`src/rtl/rv32i_core_pkg.sv`:
```
// Shared core types for the register-file write-back path: the write request
// record, the starvation counter width and a one-hot helper for pending masks.
package rv32i_core_pkg;

  localparam int WB_STARVE_W = 4;

  typedef struct packed {
    logic        we;
    logic [4:0]  rd;
    logic [31:0] wdata;
  } wb_req_t;

  function automatic logic [31:0] rd_onehot(input logic [4:0] rd);
    rd_onehot = 32'b1 << rd;
  endfunction

endpackage

```
`src/rtl/rv32i_wb_arbiter_if.sv`:
```
// Bus bundle of the write-back arbiter: pipeline WB request, long-latency
// result handshake, register-file write port, stall and pending-rd status.
interface rv32i_wb_arbiter_if #(
  parameter int LL_DEPTH = 2
);

  logic                        pipe_we_i;
  logic [4:0]                  pipe_addr_i;
  logic [31:0]                 pipe_wdata_i;
  logic                        ll_valid_i;
  logic                        ll_ready_o;
  logic [4:0]                  ll_rd_i;
  logic [31:0]                 ll_wdata_i;
  logic                        rf_we_o;
  logic [4:0]                  rf_waddr_o;
  logic [31:0]                 rf_wdata_o;
  logic                        wb_stall_o;
  logic [31:0]                 ll_pending_mask_o;
  logic [$clog2(LL_DEPTH):0]   ll_count_o;

  // Pipeline / long-latency side: drives requests, observes the write port.
  modport master (
    output pipe_we_i, pipe_addr_i, pipe_wdata_i,
    output ll_valid_i, ll_rd_i, ll_wdata_i,
    input  ll_ready_o, rf_we_o, rf_waddr_o, rf_wdata_o,
    input  wb_stall_o, ll_pending_mask_o, ll_count_o
  );

  // Arbiter side.
  modport slave (
    input  pipe_we_i, pipe_addr_i, pipe_wdata_i,
    input  ll_valid_i, ll_rd_i, ll_wdata_i,
    output ll_ready_o, rf_we_o, rf_waddr_o, rf_wdata_o,
    output wb_stall_o, ll_pending_mask_o, ll_count_o
  );

endinterface

```
`src/rtl/rv32i_wb_pending_fifo.sv`:
```
// Pending FIFO for long-latency write-back results, with an occupancy count
// and a mask of destination registers held by valid entries.
module rv32i_wb_pending_fifo
  import rv32i_core_pkg::*;
#(
  parameter int LL_DEPTH = 2,
  localparam int AW = $clog2(LL_DEPTH),
  localparam int CW = AW + 1
) (
  input  logic          clk_i,
  input  logic          rst_i,
  input  logic          push_i,
  input  wb_req_t       push_req_i,
  input  logic          pop_i,
  output wb_req_t       head_o,
  output logic [CW-1:0] count_o,
  output logic          full_o,
  output logic          empty_o,
  output logic [31:0]   mask_o
);

  wb_req_t       mem [LL_DEPTH];
  logic [AW-1:0] wr_ptr_q;
  logic [AW-1:0] rd_ptr_q;
  logic [CW-1:0] count_q;
  logic          do_push;
  logic          do_pop;

  assign full_o  = (count_q == CW'(LL_DEPTH));
  assign empty_o = (count_q == '0);
  assign do_push = push_i && !full_o;
  assign do_pop  = pop_i && !empty_o;
  assign head_o  = mem[rd_ptr_q];
  assign count_o = count_q;

  always_ff @(posedge clk_i) begin
    if (rst_i) begin
      wr_ptr_q <= '0;
      rd_ptr_q <= '0;
      count_q  <= '0;
    end else begin
      if (do_push) wr_ptr_q <= wr_ptr_q + 1'b1;
      if (do_pop)  rd_ptr_q <= rd_ptr_q + 1'b1;
      count_q <= count_q + CW'(do_push) - CW'(do_pop);
    end
  end

  // NOTE: storage is deliberately not reset; validity comes only from the
  // reset pointers and count, so stale slot contents are never observed.
  always_ff @(posedge clk_i) begin
    if (do_push) mem[wr_ptr_q] <= push_req_i;
  end

  // Walk the occupied slots from the head; ptr arithmetic wraps naturally.
  always_comb begin
    mask_o = '0;
    for (int i = 0; i < LL_DEPTH; i++) begin
      if (CW'(i) < count_q) mask_o = mask_o | rd_onehot(mem[rd_ptr_q + AW'(i)].rd);
    end
    mask_o[0] = 1'b0;
  end

endmodule

```
`src/rtl/rv32i_wb_arbiter.sv`:
```
// Register-file write-port arbiter: pipeline WB has priority, buffered MUL/DIV
// results win after STARVE_LIMIT losses. Optional same-cycle bypass: RV32I_WB_LL_BYPASS_EN.
module rv32i_wb_arbiter
  import rv32i_core_pkg::*;
#(
  parameter int LL_DEPTH     = 2,
  parameter int STARVE_LIMIT = 4
) (
  input  logic               clk_i,
  input  logic               rst_i,
  rv32i_wb_arbiter_if.slave  bus
);

  localparam int CW = $clog2(LL_DEPTH) + 1;

  wb_req_t                fifo_head;
  wb_req_t                push_req;
  logic [CW-1:0]          fifo_count;
  logic                   fifo_full;
  logic                   fifo_empty;
  logic [31:0]            fifo_mask;
  logic                   fifo_push;
  logic                   head_grant;
  logic                   bypass;
  logic                   force_grant;
  logic [WB_STARVE_W-1:0] starve_q;

  assign force_grant = (starve_q == WB_STARVE_W'(STARVE_LIMIT));

  // Arbitration: a forced head grant pre-empts the pipe, which is stalled.
  // NOTE: every combinational output gets a default first so no latch forms.
  always_comb begin
    bus.rf_we_o    = 1'b0;
    bus.rf_waddr_o = '0;
    bus.rf_wdata_o = '0;
    bus.wb_stall_o = 1'b0;
    head_grant     = 1'b0;
    bypass         = 1'b0;
    if (force_grant && !fifo_empty) begin
      head_grant     = 1'b1;
      bus.wb_stall_o = bus.pipe_we_i;
    end else if (bus.pipe_we_i) begin
      bus.rf_we_o    = 1'b1;
      bus.rf_waddr_o = bus.pipe_addr_i;
      bus.rf_wdata_o = bus.pipe_wdata_i;
    end else if (!fifo_empty) begin
      head_grant = 1'b1;
`ifdef RV32I_WB_LL_BYPASS_EN
    end else if (bus.ll_valid_i && bus.ll_rd_i != 5'd0) begin
      bypass         = 1'b1;
      bus.rf_we_o    = 1'b1;
      bus.rf_waddr_o = bus.ll_rd_i;
      bus.rf_wdata_o = bus.ll_wdata_i;
`endif
    end
    if (head_grant) begin
      bus.rf_we_o    = fifo_head.we;
      bus.rf_waddr_o = fifo_head.rd;
      bus.rf_wdata_o = fifo_head.wdata;
    end
  end

  // rd==0 results complete the handshake but are never buffered.
  assign bus.ll_ready_o = !fifo_full;
  assign fifo_push      = bus.ll_valid_i && !fifo_full && (bus.ll_rd_i != 5'd0) && !bypass;
  assign push_req       = '{we: 1'b1, rd: bus.ll_rd_i, wdata: bus.ll_wdata_i};

  rv32i_wb_pending_fifo #(
    .LL_DEPTH (LL_DEPTH)
  ) u_fifo (
    .clk_i      (clk_i),
    .rst_i      (rst_i),
    .push_i     (fifo_push),
    .push_req_i (push_req),
    .pop_i      (head_grant),
    .head_o     (fifo_head),
    .count_o    (fifo_count),
    .full_o     (fifo_full),
    .empty_o    (fifo_empty),
    .mask_o     (fifo_mask)
  );

  assign bus.ll_count_o        = fifo_count;
  assign bus.ll_pending_mask_o = fifo_mask;

  // NOTE: state registers use non-blocking assignment only.
  always_ff @(posedge clk_i) begin
    if (rst_i) begin
      starve_q <= '0;
    end else if (fifo_empty || head_grant) begin
      starve_q <= '0;
    end else if (!force_grant) begin
      starve_q <= starve_q + 1'b1;
    end
  end

`ifndef SYNTHESIS
  // The issue scoreboard must never let the pipe target a buffered rd.
  a_no_pending_hazard: assert property (
    @(posedge clk_i) disable iff (rst_i)
      bus.pipe_we_i |-> !fifo_mask[bus.pipe_addr_i]
  );
`endif

endmodule

```
`src/flat_wrapper.sv`:
```
// flat-port wrapper written by rule: the top's interface ports become plain ports
module rv32i_wb_arbiter_flat import rv32i_core_pkg::*;
#(
  parameter int LL_DEPTH     = 2,
  parameter int STARVE_LIMIT = 4
)
  (clk_i, rst_i, bus_pipe_we_i, bus_pipe_addr_i, bus_pipe_wdata_i, bus_ll_valid_i, bus_ll_rd_i, bus_ll_wdata_i, bus_ll_ready_o, bus_rf_we_o, bus_rf_waddr_o, bus_rf_wdata_o, bus_wb_stall_o, bus_ll_pending_mask_o, bus_ll_count_o);
  rv32i_wb_arbiter_if #(.LL_DEPTH(LL_DEPTH)) bus_i ();
  input  logic clk_i;
  input  logic rst_i;
  input wire logic [$bits(bus_i.pipe_we_i)-1:0] bus_pipe_we_i;
  input wire logic [$bits(bus_i.pipe_addr_i)-1:0] bus_pipe_addr_i;
  input wire logic [$bits(bus_i.pipe_wdata_i)-1:0] bus_pipe_wdata_i;
  input wire logic [$bits(bus_i.ll_valid_i)-1:0] bus_ll_valid_i;
  input wire logic [$bits(bus_i.ll_rd_i)-1:0] bus_ll_rd_i;
  input wire logic [$bits(bus_i.ll_wdata_i)-1:0] bus_ll_wdata_i;
  output wire logic [$bits(bus_i.ll_ready_o)-1:0] bus_ll_ready_o;
  output wire logic [$bits(bus_i.rf_we_o)-1:0] bus_rf_we_o;
  output wire logic [$bits(bus_i.rf_waddr_o)-1:0] bus_rf_waddr_o;
  output wire logic [$bits(bus_i.rf_wdata_o)-1:0] bus_rf_wdata_o;
  output wire logic [$bits(bus_i.wb_stall_o)-1:0] bus_wb_stall_o;
  output wire logic [$bits(bus_i.ll_pending_mask_o)-1:0] bus_ll_pending_mask_o;
  output wire logic [$bits(bus_i.ll_count_o)-1:0] bus_ll_count_o;
  assign bus_i.pipe_we_i = bus_pipe_we_i;
  assign bus_i.pipe_addr_i = bus_pipe_addr_i;
  assign bus_i.pipe_wdata_i = bus_pipe_wdata_i;
  assign bus_i.ll_valid_i = bus_ll_valid_i;
  assign bus_i.ll_rd_i = bus_ll_rd_i;
  assign bus_i.ll_wdata_i = bus_ll_wdata_i;
  assign bus_ll_ready_o = bus_i.ll_ready_o;
  assign bus_rf_we_o = bus_i.rf_we_o;
  assign bus_rf_waddr_o = bus_i.rf_waddr_o;
  assign bus_rf_wdata_o = bus_i.rf_wdata_o;
  assign bus_wb_stall_o = bus_i.wb_stall_o;
  assign bus_ll_pending_mask_o = bus_i.ll_pending_mask_o;
  assign bus_ll_count_o = bus_i.ll_count_o;
  rv32i_wb_arbiter #(.LL_DEPTH(LL_DEPTH), .STARVE_LIMIT(STARVE_LIMIT)) u_core (.clk_i(clk_i), .rst_i(rst_i), .bus(bus_i));
endmodule
```
`config.mk`:
```
export PLATFORM = sky130hd
export DESIGN_NAME = rv32i_wb_arbiter_flat
export DESIGN_NICKNAME = d
export VERILOG_FILES = /design/src/rtl/rv32i_core_pkg.sv /design/src/rtl/rv32i_wb_arbiter_if.sv /design/src/rtl/rv32i_wb_pending_fifo.sv /design/src/rtl/rv32i_wb_arbiter.sv /design/src/flat_wrapper.sv
export SDC_FILE = /design/constraint.sdc
export NUM_CORES = 1
export LEC_CHECK = 0
export ABC_AREA = 0
export CAP_MARGIN = 20
export CORE_MARGIN = 2
export CORE_UTILIZATION = 25
export CTS_CLUSTER_DIAMETER = 40
export DETAILED_ROUTE_END_ITERATION = 7
export PLACE_DENSITY = 0.49
export SETUP_SLACK_MARGIN = 0.4
export SLEW_MARGIN = 0
export SYNTH_ARGS = -nofsm -noshare
export SYNTH_HDL_FRONTEND = slang
export SYNTH_SLANG_ARGS = --single-unit
```
`constraint.sdc`:
```
create_clock -name clk_i -period 3.2 [get_ports clk_i]
set_input_delay 0.64 -clock clk_i [delete_from_list [all_inputs] [get_ports clk_i]]
set_output_delay 0.64 -clock clk_i [all_outputs]
set_load 0.01 [all_outputs]
```
==> impl_metrics.json <==
{
  "synth_top_area_share_pct": 54.8,
  "synth_compound_area_share_pct": 16.7,
  "totalWireLength_um": 11500,
  "drt_iter0_drc": 140,
  "drc": 0,
  "fin_skew_ns": 0.00427,
  "cts_hold_buf": 0,
  "grt_usage_pct": 13.2,
  "post-route-period-util_pct": 87.2,
  "coreArea_um2": 15900,
  "finalHoldViolations": 0,
  "status": "complete, no violations",
  "clockBufferDepth": 2,
  "die_h_um": 131,
  "crit_required_ns": 2.56,
  "multi_input_area_um2": 1670,
  "crit_fanout": 10,
  "portBuffers": 150,
  "netlist_top_cells_area": "edfxtp_1 55%, mux2i_1 9.6%, o2bb2ai_1 7.3%, o22ai_1 5.2%, dfxtp_1 4.4%",
  "root_buffer": "clkbuf_16",
  "min_path_type": "reg -> reg",
  "synthMuxAreaShare_pct": 11.7,
  "initial_core_util_pct": 25.5,
  "wire_per_inst_um": 16.5,
  "netlist_instances": 304,
  "finalSetupTns_ns": 0,
  "grt_setup_unrepaired": "true",
  "finalMaxSlewViolations": 0,
  "grt_pass1_wl_um": 18100,
  "diodes": 0,
  "leakage_uw": 0.00259,
  "grt_max_degree": 30,
  "yosysMostFrequentCell": "edfxtp_1",
  "finalSetupViolCount": 0,
  "yosys_warnings": 0,
  "numClockSinks": 83,
  "vias": 3255,
  "period_needed_ns": 2.79,
  "synth.distinct_cells": 41,
  "cts_tree": "done",
  "clock_latency_ns": 0.34,
  "synth-simple-area-share_pct": 7.41,
  "via_per_inst": 4.69,
  "drive_above_1_share_pct": 15.9,
  "synth_top_family_by_area": "compound AO/OA/AOI/OAI gates",
  "synth_edf_count": 74,
  "place_hpwl_um": 8340,
  "synth_flop_cell": "edfxtp_1",
  "synth_xor_area_share_pct": 0.432,
  "power_density_nw_per_um2": 617,
  "dieArea_um2": 17200,
  "seq_area_frac_synth_pct": 59.3,
  "yosysTopAreaCell": "edfxtp_1",
  "drv_cap": 0,
  "arrival_ns": 2.15,
  "dr.pass1.iters": 4,
  "synth_fp_nets": 386,
  "ioPinCount": 152,
  "vdd_drop_max_uv": 230,
  "rows": 46,
  "nets": 555,
  "antenna_found_initial": 0,
  "grt_pass1_vias": 3366,
  "htreeDepth": 3,
  "synthAdderAreaFrac_pct": 1.23,
  "p_total_uw": 3970,
  "syn2layout_area_growth_pct": 59.0,
  "routabilityCongestion": 0.880,
  "grt_overflow_total": 0,
  "clock.fmax_mhz": 358,
  "regArea_um2": 2410,
  "synth_area_um2": 4050,
  "critPathKind": "reg -> out",
  "critPathCaptureType": "output pin",
  "cts.clk_slew.worst_paths_ns": 0.06,
  "worstSetupStartpointType": "flop",
  "fill_cells": 1562,
  "avgSynthCellArea_um2": 13.3,
  "async_flop_share_pct": 0,
  "cts-buffers-inserted": 9,
  "netlist_top_cells_count": "74 x edfxtp_1, 39 x mux2i_1, 34 x o22ai_1, 34 x o2bb2ai_1, 16 x buf_2",
  "antenna_left": 0,
  "fp.dieW_um": 131,
  "ys_ff_latch": 83
}
[cells by family after synthesis]
logic type,count (synthesis)
flip-flops,83
multiplexers,46
buffers and inverters,28
other,1
AND/OR/NAND/NOR,52
AO/OA/AOI/OAI,88
XOR/XNOR,2
adder cells (fa/ha/maj),4
[layout by cell type (no fill, tap or decap), drive strengths merged, types with 2 or more instances in the layout]
master	synthesis	layout
buf	17	27
nor3b	6	6
dlymetal6s2s	0	22
mux2i	39	39
clkbuf	3	11
dlygate4sd2	0	31
nand3b	2	2
clkinv	0	4
clkdlybuf4s15	0	7
a21o	2	2
nor2	15	15
nor3	4	4
nand3	10	10
dfxtp	9	9
a22o	3	3
clkdlybuf4s50	0	90
o22ai	34	34
and3b	6	6
clkinvlp	0	2
o211ai	9	9
inv	8	8
edfxtp	74	74
ha	4	4
nor2b	2	2
o2bb2ai	34	34
mux2	7	7
[power breakdown]
group | internal [uW] | switching, uW | leakage [uW]
combinational | 749 | 812 | 0.00171
sequential | 1390 | 115 | 0.000765
clock | 517 | 395 | 0.000123
[per-layer routing]
| metal | vias to the layer above | routed length, um | global-route usage, % |
|---|---|---|---|
| met5 | - | 0 | 0 |
| met4 | 0 | 191 | 4.59 |
| met3 | 16 | 806 | 3.90 |
| met2 | 136 | 5550 | 22.3 |
| met1 | 1533 | 4920 | 16.1 |
| li1 | 1570 | - | - |
[final cells by class]
type | count | area share [%]
tap | 216 | 4.19
clock inverter | 6 | 0.505
multi-input combinational | 193 | 25.9
clock buffer | 10 | 3.55
timing repair buffer | 178 | 27.9
inverter | 8 | 0.466
sequential | 83 | 37.4
[path summary, 6_finish.rpt]
check	start	endpoint	slack (ns)	cells past startpoint
hold reg to reg	u_core.starve_q[0]	u_core.starve_q[0]	0.47	1
setup / recovery	flop	bus_ll_pending_mask_o[1]	0.41	5
setup reg to reg	u_core.starve_q[0]	u_core.u_fifo.count_o[1]	1.15	11
hold / removal	u_core.starve_q[0]	u_core.starve_q[0]	0.47	1
[registers in the layout (all words and copies together), names as in the netlist, named ones only]
signal and cells:
u_core.starve_q 4, u_core.u_fifo.count_o 2, u_core.u_fifo.mem 74, u_core.u_fifo.rd_ptr_q 1, u_core.u_fifo.wr_ptr_q 1
[through the flow]
| step | area (um^2) | hold slack [ns] | cells | util (%) | worst slack, ns |
|---|---|---|---|---|---|
| 2_1_floorplan | 4050 | 0.430 | 304 | - | 0.344 |
| 3_3_place_gp | 5900 | 0.446 | 665 | 37.2 | 0.272 |
| 3_5_place_dp | 5900 | 0.458 | 665 | 37.2 | 0.257 |
| 4_1_cts | 6230 | 0.472 | 684 | 39.2 | 0.315 |
| 5_1_grt | 6440 | 0.500 | 694 | 40.6 | 0.316 |
| 6_report | 6440 | 0.465 | 694 | 40.6 | 0.409 |
[critical path: stages (launching register included)]
cell and delay (ns):
dfxtp_4 0.44, buf_8 0.18, mux2_2 0.41, nand3_1 0.17, o22ai_1 0.12, clkdlybuf4s50_1 0.50
[repair_timing]
action,4_1_cts,5_1_grt
setup endpoints to repair,68,51
gates resized for setup,61,41
pin swaps,0,4
buffers inserted,3,10
Power figures use the tool's default switching activity.
